File: config.mk
export PLATFORM = sky130hd
export DESIGN_NAME = cmul_seq
export DESIGN_NICKNAME = d
export VERILOG_FILES = /design/src/rtl/cmul_seq.sv
export SDC_FILE = /design/constraint.sdc
export NUM_CORES = 1
export LEC_CHECK = 0
export ABC_AREA = 1
export CORE_AREA = 3 3 211 234
export DETAILED_ROUTE_END_ITERATION = 6
export DIE_AREA = 0 0 214 237
export SLEW_MARGIN = 20
export SYNTH_ARGS = -nofsm -noshare
export SYNTH_HDL_FRONTEND = slang
export SYNTH_SLANG_ARGS = --single-unit
File: constraint.sdc
create_clock -name clk -period 6.9 [get_ports clk]
set_clock_uncertainty 0.1 [all_clocks]
set_input_delay 2.07 -clock clk [delete_from_list [all_inputs] [get_ports clk]]
set_output_delay 2.07 -clock clk [all_outputs]
set_load 0.05 [all_outputs]
File: src/rtl/cmul_seq.sv
// cmul_seq: operand sequencer for a shared external 16x16 unsigned multiplier.
// Takes one signed complex sample and one signed Q1.15 twiddle per
// transaction, pushes the four real partial products through the multiplier
// in sign-magnitude form (one per cycle), accumulates them, rounds half
// toward +inf, shifts right by SHIFT and returns the signed complex product.
//
// Build option: define CMUL_SAT_EN to saturate the shifted result to OUT_W
// bits; otherwise the result wraps (low OUT_W bits kept). Rounding is the
// same in both builds.
//
// Ports:
//   clk, rst_n          clock (rising edge), async active-low reset
//   in_valid/in_ready   operand handshake
//   a_re, a_im          signed sample
//   w_re, w_im          signed Q1.15 twiddle
//   mul_a, mul_b        registered magnitudes to the multiplier
//   mul_p               unsigned product from the multiplier (combinational)
//   out_valid/out_ready result handshake
//   out_re, out_im      signed OUT_W-bit result
//
// state | meaning
// IDLE  | waiting for operands, in_ready=1
// P0    | multiplier holds |a_re|*|w_re|
// P1    | multiplier holds |a_im|*|w_im|
// P2    | multiplier holds |a_re|*|w_im|
// P3    | multiplier holds |a_im|*|w_re|, result formed on exit
// DONE  | result presented, in_ready follows out_ready

module cmul_seq #(
   parameter int OUT_W = 16,
   parameter int SHIFT = 15
) (
   input  logic              clk,
   input  logic              rst_n,
   input  logic              in_valid,
   output logic              in_ready,
   input  logic [15:0]       a_re,
   input  logic [15:0]       a_im,
   input  logic [15:0]       w_re,
   input  logic [15:0]       w_im,
   output logic [15:0]       mul_a,
   output logic [15:0]       mul_b,
   input  logic [31:0]       mul_p,
   output logic              out_valid,
   input  logic              out_ready,
   output logic [OUT_W-1:0]  out_re,
   output logic [OUT_W-1:0]  out_im
);

   typedef enum logic [2:0] {
      IDLE = 3'd0,
      P0   = 3'd1,
      P1   = 3'd2,
      P2   = 3'd3,
      P3   = 3'd4,
      DONE = 3'd5
   } state_t;

   localparam logic signed [32:0] RND     = 33'sd1 <<< (SHIFT - 1);
   localparam logic signed [32:0] SAT_MAX = (33'sd1 <<< (OUT_W - 1)) - 33'sd1;
   localparam logic signed [32:0] SAT_MIN = -(33'sd1 <<< (OUT_W - 1));

   state_t                   state_q, state_d;
   logic [15:0]              a_re_q, a_re_d;
   logic [15:0]              a_im_q, a_im_d;
   logic [15:0]              w_re_q, w_re_d;
   logic [15:0]              w_im_q, w_im_d;
   logic [15:0]              mul_a_q, mul_a_d;
   logic [15:0]              mul_b_q, mul_b_d;
   logic                     neg_q, neg_d;
   logic signed [32:0]       acc_re_q, acc_re_d;
   logic signed [32:0]       acc_im_q, acc_im_d;
   logic                     out_valid_q, out_valid_d;
   logic [OUT_W-1:0]         out_re_q, out_re_d;
   logic [OUT_W-1:0]         out_im_q, out_im_d;
   logic signed [32:0]       prod;
   logic signed [32:0]       acc_im_fin;

   // |-32768| = 32768 still fits the unsigned 16-bit operand.
   function automatic logic [15:0] mag16(input logic [15:0] x);
      mag16 = x[15] ? (~x + 16'd1) : x;
   endfunction

   function automatic logic [OUT_W-1:0] reduce(input logic signed [32:0] acc);
      logic signed [32:0] r;
      r = (acc + RND) >>> SHIFT;
`ifdef CMUL_SAT_EN
      if (r > SAT_MAX) begin
         r = SAT_MAX;
      end else if (r < SAT_MIN) begin
         r = SAT_MIN;
      end
`endif
      reduce = r[OUT_W-1:0];
   endfunction

   assign in_ready = (state_q == IDLE) || ((state_q == DONE) && out_ready);

   // neg_q was registered together with the magnitudes now on mul_a/mul_b.
   assign prod       = neg_q ? (33'sd0 - $signed({1'b0, mul_p})) : $signed({1'b0, mul_p});
   assign acc_im_fin = acc_im_q + prod;

   always_comb begin
      state_d     = state_q;
      a_re_d      = a_re_q;
      a_im_d      = a_im_q;
      w_re_d      = w_re_q;
      w_im_d      = w_im_q;
      mul_a_d     = 16'd0;
      mul_b_d     = 16'd0;
      neg_d       = 1'b0;
      acc_re_d    = acc_re_q;
      acc_im_d    = acc_im_q;
      out_valid_d = out_valid_q;
      out_re_d    = out_re_q;
      out_im_d    = out_im_q;

      case (state_q)
         IDLE: begin
            if (in_valid) begin
               a_re_d  = a_re;
               a_im_d  = a_im;
               w_re_d  = w_re;
               w_im_d  = w_im;
               mul_a_d = mag16(a_re);
               mul_b_d = mag16(w_re);
               neg_d   = a_re[15] ^ w_re[15];
               state_d = P0;
            end
         end
         P0: begin
            acc_re_d = prod;
            mul_a_d  = mag16(a_im_q);
            mul_b_d  = mag16(w_im_q);
            neg_d    = a_im_q[15] ^ w_im_q[15];
            state_d  = P1;
         end
         P1: begin
            acc_re_d = acc_re_q - prod;
            mul_a_d  = mag16(a_re_q);
            mul_b_d  = mag16(w_im_q);
            neg_d    = a_re_q[15] ^ w_im_q[15];
            state_d  = P2;
         end
         P2: begin
            acc_im_d = prod;
            mul_a_d  = mag16(a_im_q);
            mul_b_d  = mag16(w_re_q);
            neg_d    = a_im_q[15] ^ w_re_q[15];
            state_d  = P3;
         end
         P3: begin
            acc_im_d    = acc_im_fin;
            out_re_d    = reduce(acc_re_q);
            out_im_d    = reduce(acc_im_fin);
            out_valid_d = 1'b1;
            state_d     = DONE;
         end
         DONE: begin
            if (out_ready) begin
               out_valid_d = 1'b0;
               if (in_valid) begin
                  a_re_d  = a_re;
                  a_im_d  = a_im;
                  w_re_d  = w_re;
                  w_im_d  = w_im;
                  mul_a_d = mag16(a_re);
                  mul_b_d = mag16(w_re);
                  neg_d   = a_re[15] ^ w_re[15];
                  state_d = P0;
               end else begin
                  state_d = IDLE;
               end
            end
         end
         default: begin
            state_d     = IDLE;
            out_valid_d = 1'b0;
         end
      endcase
   end

   always_ff @(posedge clk or negedge rst_n) begin
      if (!rst_n) begin
         state_q     <= IDLE;
         a_re_q      <= '0;
         a_im_q      <= '0;
         w_re_q      <= '0;
         w_im_q      <= '0;
         mul_a_q     <= '0;
         mul_b_q     <= '0;
         neg_q       <= 1'b0;
         acc_re_q    <= '0;
         acc_im_q    <= '0;
         out_valid_q <= 1'b0;
         out_re_q    <= '0;
         out_im_q    <= '0;
      end else begin
         state_q     <= state_d;
         a_re_q      <= a_re_d;
         a_im_q      <= a_im_d;
         w_re_q      <= w_re_d;
         w_im_q      <= w_im_d;
         mul_a_q     <= mul_a_d;
         mul_b_q     <= mul_b_d;
         neg_q       <= neg_d;
         acc_re_q    <= acc_re_d;
         acc_im_q    <= acc_im_d;
         out_valid_q <= out_valid_d;
         out_re_q    <= out_re_d;
         out_im_q    <= out_im_d;
      end
   end

   assign mul_a     = mul_a_q;
   assign mul_b     = mul_b_q;
   assign out_valid = out_valid_q;
   assign out_re    = out_re_q;
   assign out_im    = out_im_q;

endmodule

==> results_tabular.tex <==
\begin{tabular}{lr}
\hline
Metric & Value \\
\hline
\multicolumn{2}{l}{\textbf{Outcome}} \\
Result of the run & completed \\
\multicolumn{2}{l}{\textbf{Global route}} \\
Number of antenna violations at the first check in global routing & 1 \\
First-pass GRT wire length & 83000 um \\
Overall Global Routing Usage & 0.206 \\
Global-route congestion overflow total & 0 \\
Largest net degree at the start of global routing & $\sim$110 \\
Vias in the first global route & $\sim$16000 \\
\multicolumn{2}{l}{\textbf{Die}} \\
Starting density of the core & 0.327 \\
Die height & 237 um \\
Floorplan row count & 84 \\
Core Footprint & $\sim$47000 um\^{}2 \\
Die Footprint & slightly above 50000 um\^{}2 \\
IO Pins & between 150 and 200 \\
Die width & about 210 um \\
\multicolumn{2}{l}{\textbf{Clock tree}} \\
CTS sink count & 195 \\
Post-CTS repair timing setup buffer count & 0 \\
Inserted Clock Buffers & 17 \\
CTS clk-pin slew, worst paths & approximately 70 ps \\
Post-CTS sizing & 0 \\
Level count of the clock H-tree & 4 \\
Clock buffer depth & 2 \\
Worst-Skew Late Latency & approximately 500 ps \\
Count of hold buffers inserted by post-cts repair & 0 \\
Root Buffer & sky130\_fd\_sc\_hd\_\_clkbuf\_16 \\
TritonCTS clock tree & done \\
\multicolumn{2}{l}{\textbf{Place}} \\
HPWL after DPL & between 40000 and 50000 um \\
Input/output buffers & 164 \\
Final RePlAce weighted congestion & between 0.9 and 1 \\
\multicolumn{2}{l}{\textbf{Synth}} \\
Yosys Warn Count & 0 \\
Mean instance size in the synthesized netlist & approximately 6.6 um\^{}2 \\
Yosys reg bits & $\sim$200 \\
Number of distinct standard cells referenced by the synthesized netlist & 56 \\
Post-synthesis cell count & $\sim$2300 \\
Sequential-to-total area share from yosys stat & 0.315 \\
Post-synthesis async set-or-reset flop share & 1.00 \\
Number of enable flip-flop cells after synthesis & 0 \\
Main synth FF type & sky130\_fd\_sc\_hd\_\_dfrtp\_1 \\
Netlist Area Pre-Place & 15500 um\^{}2 \\
Synthesized netlist net count & around 2500 \\
\multicolumn{2}{l}{\textbf{Finish}} \\
Area growth from synthesis to layout & 19.6\% \\
Highest-count cells in the layout ignoring fill and taps & sky130\_fd\_sc\_hd\_\_nand2\_1, sky130\_fd\_sc\_hd\_\_inv\_1, sky130\_fd\_sc\_hd\_\_dfrtp\_1 \\
Area taken by multi-input logic gates & 9210 um\^{}2 \\
Commonest non-fill, non-tap cell in the layout & sky130\_fd\_sc\_hd\_\_nand2\_1 \\
Share of post-route cells with drive strength above 1 & 0.0605 \\
Footprint of the flip-flops and latches & 4880 um\^{}2 \\
Number of filler instances in the final layout & about 5000 \\
Number of nets in the layout & 2674 \\
Post-route core utilization & 0.392 \\
\multicolumn{2}{l}{\textbf{Critical path}} \\
CP max stage delay & 470 ps \\
Nature of the critical path endpoint & flop \\
Depth of the most critical reg-to-reg path & 22 \\
Maximum fanout encountered on the critical timing path & 4 \\
Critical Path Source & mul\_p[0] \\
Endpoint arrival time on the critical path & around 6200 ps \\
Most common cell on crit path & sky130\_fd\_sc\_hd\_\_nand2\_1 \\
Worst r2r src & neg\_q \\
Launching element type of the critical path & primary input \\
FF-to-FF End & out\_im[13] \\
Worst endpoint required time & 7180 ps \\
Worst Path Class, Setup & primary input to flop \\
R2R setup slack & around 2700 ps \\
Master of the slowest instance on the critical path & sky130\_fd\_sc\_hd\_\_clkdlybuf4s50\_1 \\
Capture point of the worst path & out\_im[13] \\
\multicolumn{2}{l}{\textbf{STA}} \\
Post-route minimum period & 5920 ps \\
Final slew viol count & 0 \\
Post-Route Setup TNS & 0 ps \\
Highest clock rate & about 170 MHz \\
Final clock period utilization by the worst path & 0.859 \\
Final number of hold-violating endpoints & 0 \\
RSZ-0062 raised after global routing & no \\
Final setup violation count & 0 \\
Slew at the pin with the worst max-slew slack & approximately 960 ps \\
Max transition margin & 0.360 \\
\multicolumn{2}{l}{\textbf{Detailed routing}} \\
Number of iterations in the first detailed-routing pass & 5 \\
Number of remaining DRC errors & 0 \\
Wire per inst & 16.6 um \\
Drt total wl & 52300 um \\
Iteration-0 DRC Markers & 1048 \\
Post-DRT Antenna Nets & 0 \\
Via count & $\sim$16000 \\
Per-cell via count in the routed design & about 5.1 \\
\multicolumn{2}{l}{\textbf{Hold path}} \\
Path class of the lowest-slack min-delay path & flop to flop \\
\multicolumn{2}{l}{\textbf{Flow run}} \\
Count of maximum capacitance violations & 0 \\
\hline
\end{tabular}
## synth_stat cells, drive strengths merged, types with 24 or more instances
cell | instances | area [um^2]
nor3 | 54 | 307
inv | 316 | 1190
dfrtp | 195 | 4880
ha | 74 | 926
o21ai | 188 | 941
clkbuf | 47 | 176
nand4 | 28 | 175
a21oi | 135 | 687
xor2 | 55 | 482
nor2 | 195 | 811
nand3 | 167 | 871
o211ai | 24 | 180
nand2 | 717 | 2770
## cell type report
cell class	instances	area share
Clock buffer	17	0.0229
Sequential cell	195	0.263
Inverter	320	0.0647
Multi-Input combinational cell	1771	0.496
Clock inverter	15	0.00924
Antenna cell	1	0.000135
Tap cell	645	0.0435
Timing Repair Buffer	193	0.100
## metal layers
metal	vias up	part of all wire	global-route usage
met3	97	0.049	0.0352
li1	7969	-	-
met5	-	0	0
met2	433	0.49	0.366
met4	0	0.035	0.0869
met1	7479	0.42	0.247
## logic make-up after synthesis
logic type / share of synthesized area
simple gates: 0.337
compound gates: 0.154
buf+inv: 0.0930
flops: 0.315
fa+ha+maj: 0.0623
xor+xnor: 0.0390
## registers in the layout, indices dropped and copies added (netlist names), 3 cells and up
signal,cells
acc_im_q,31
acc_re_q,31
a_im_q,16
a_re_q,16
mul_a,16
mul_b,16
out_im,16
out_re,16
w_im_q,16
w_re_q,16
state_q,3
## worst min-delay path by stage
stage	start	end	slack [ps]	depth (start not counted)
4_1_cts	out_re[12]	out_re[12]	390	2
5_1_grt	out_im[15]	out_im[15]	420	2
2_1_floorplan	acc_re_q[6]	acc_re_q[6]	360	2
3_5_place_dp	out_im[13]	out_im[13]	370	2
6_report	out_re[12]	out_re[12]	380	2
3_3_place_gp	out_re[12]	out_re[12]	370	2
## metrics by stage
step | hold slack [ps] | instances | area [um^2] | setup slack, ps
2_1_floorplan | 355 | 2347 | 15500 | 1880
3_5_place_dp | 370 | 3124 | 18000 | 529
3_3_place_gp | 369 | 3124 | 18000 | 602
5_1_grt | 421 | 3157 | 18600 | 605
6_report | 383 | 3157 | 18600 | 976
4_1_cts | 389 | 3156 | 18600 | 1070
## critical path: cells and delay by family
| family | cells | cell delay [ps] |
|---|---|---|
| fa+ha+maj | 1 | 350 |
| buf+inv | 4 | 820 |
| simple gates | 23 | 2940 |
Power is not shown: default switching activity piles up to over one toggle a cycle in this logic, so the estimate is an artifact.
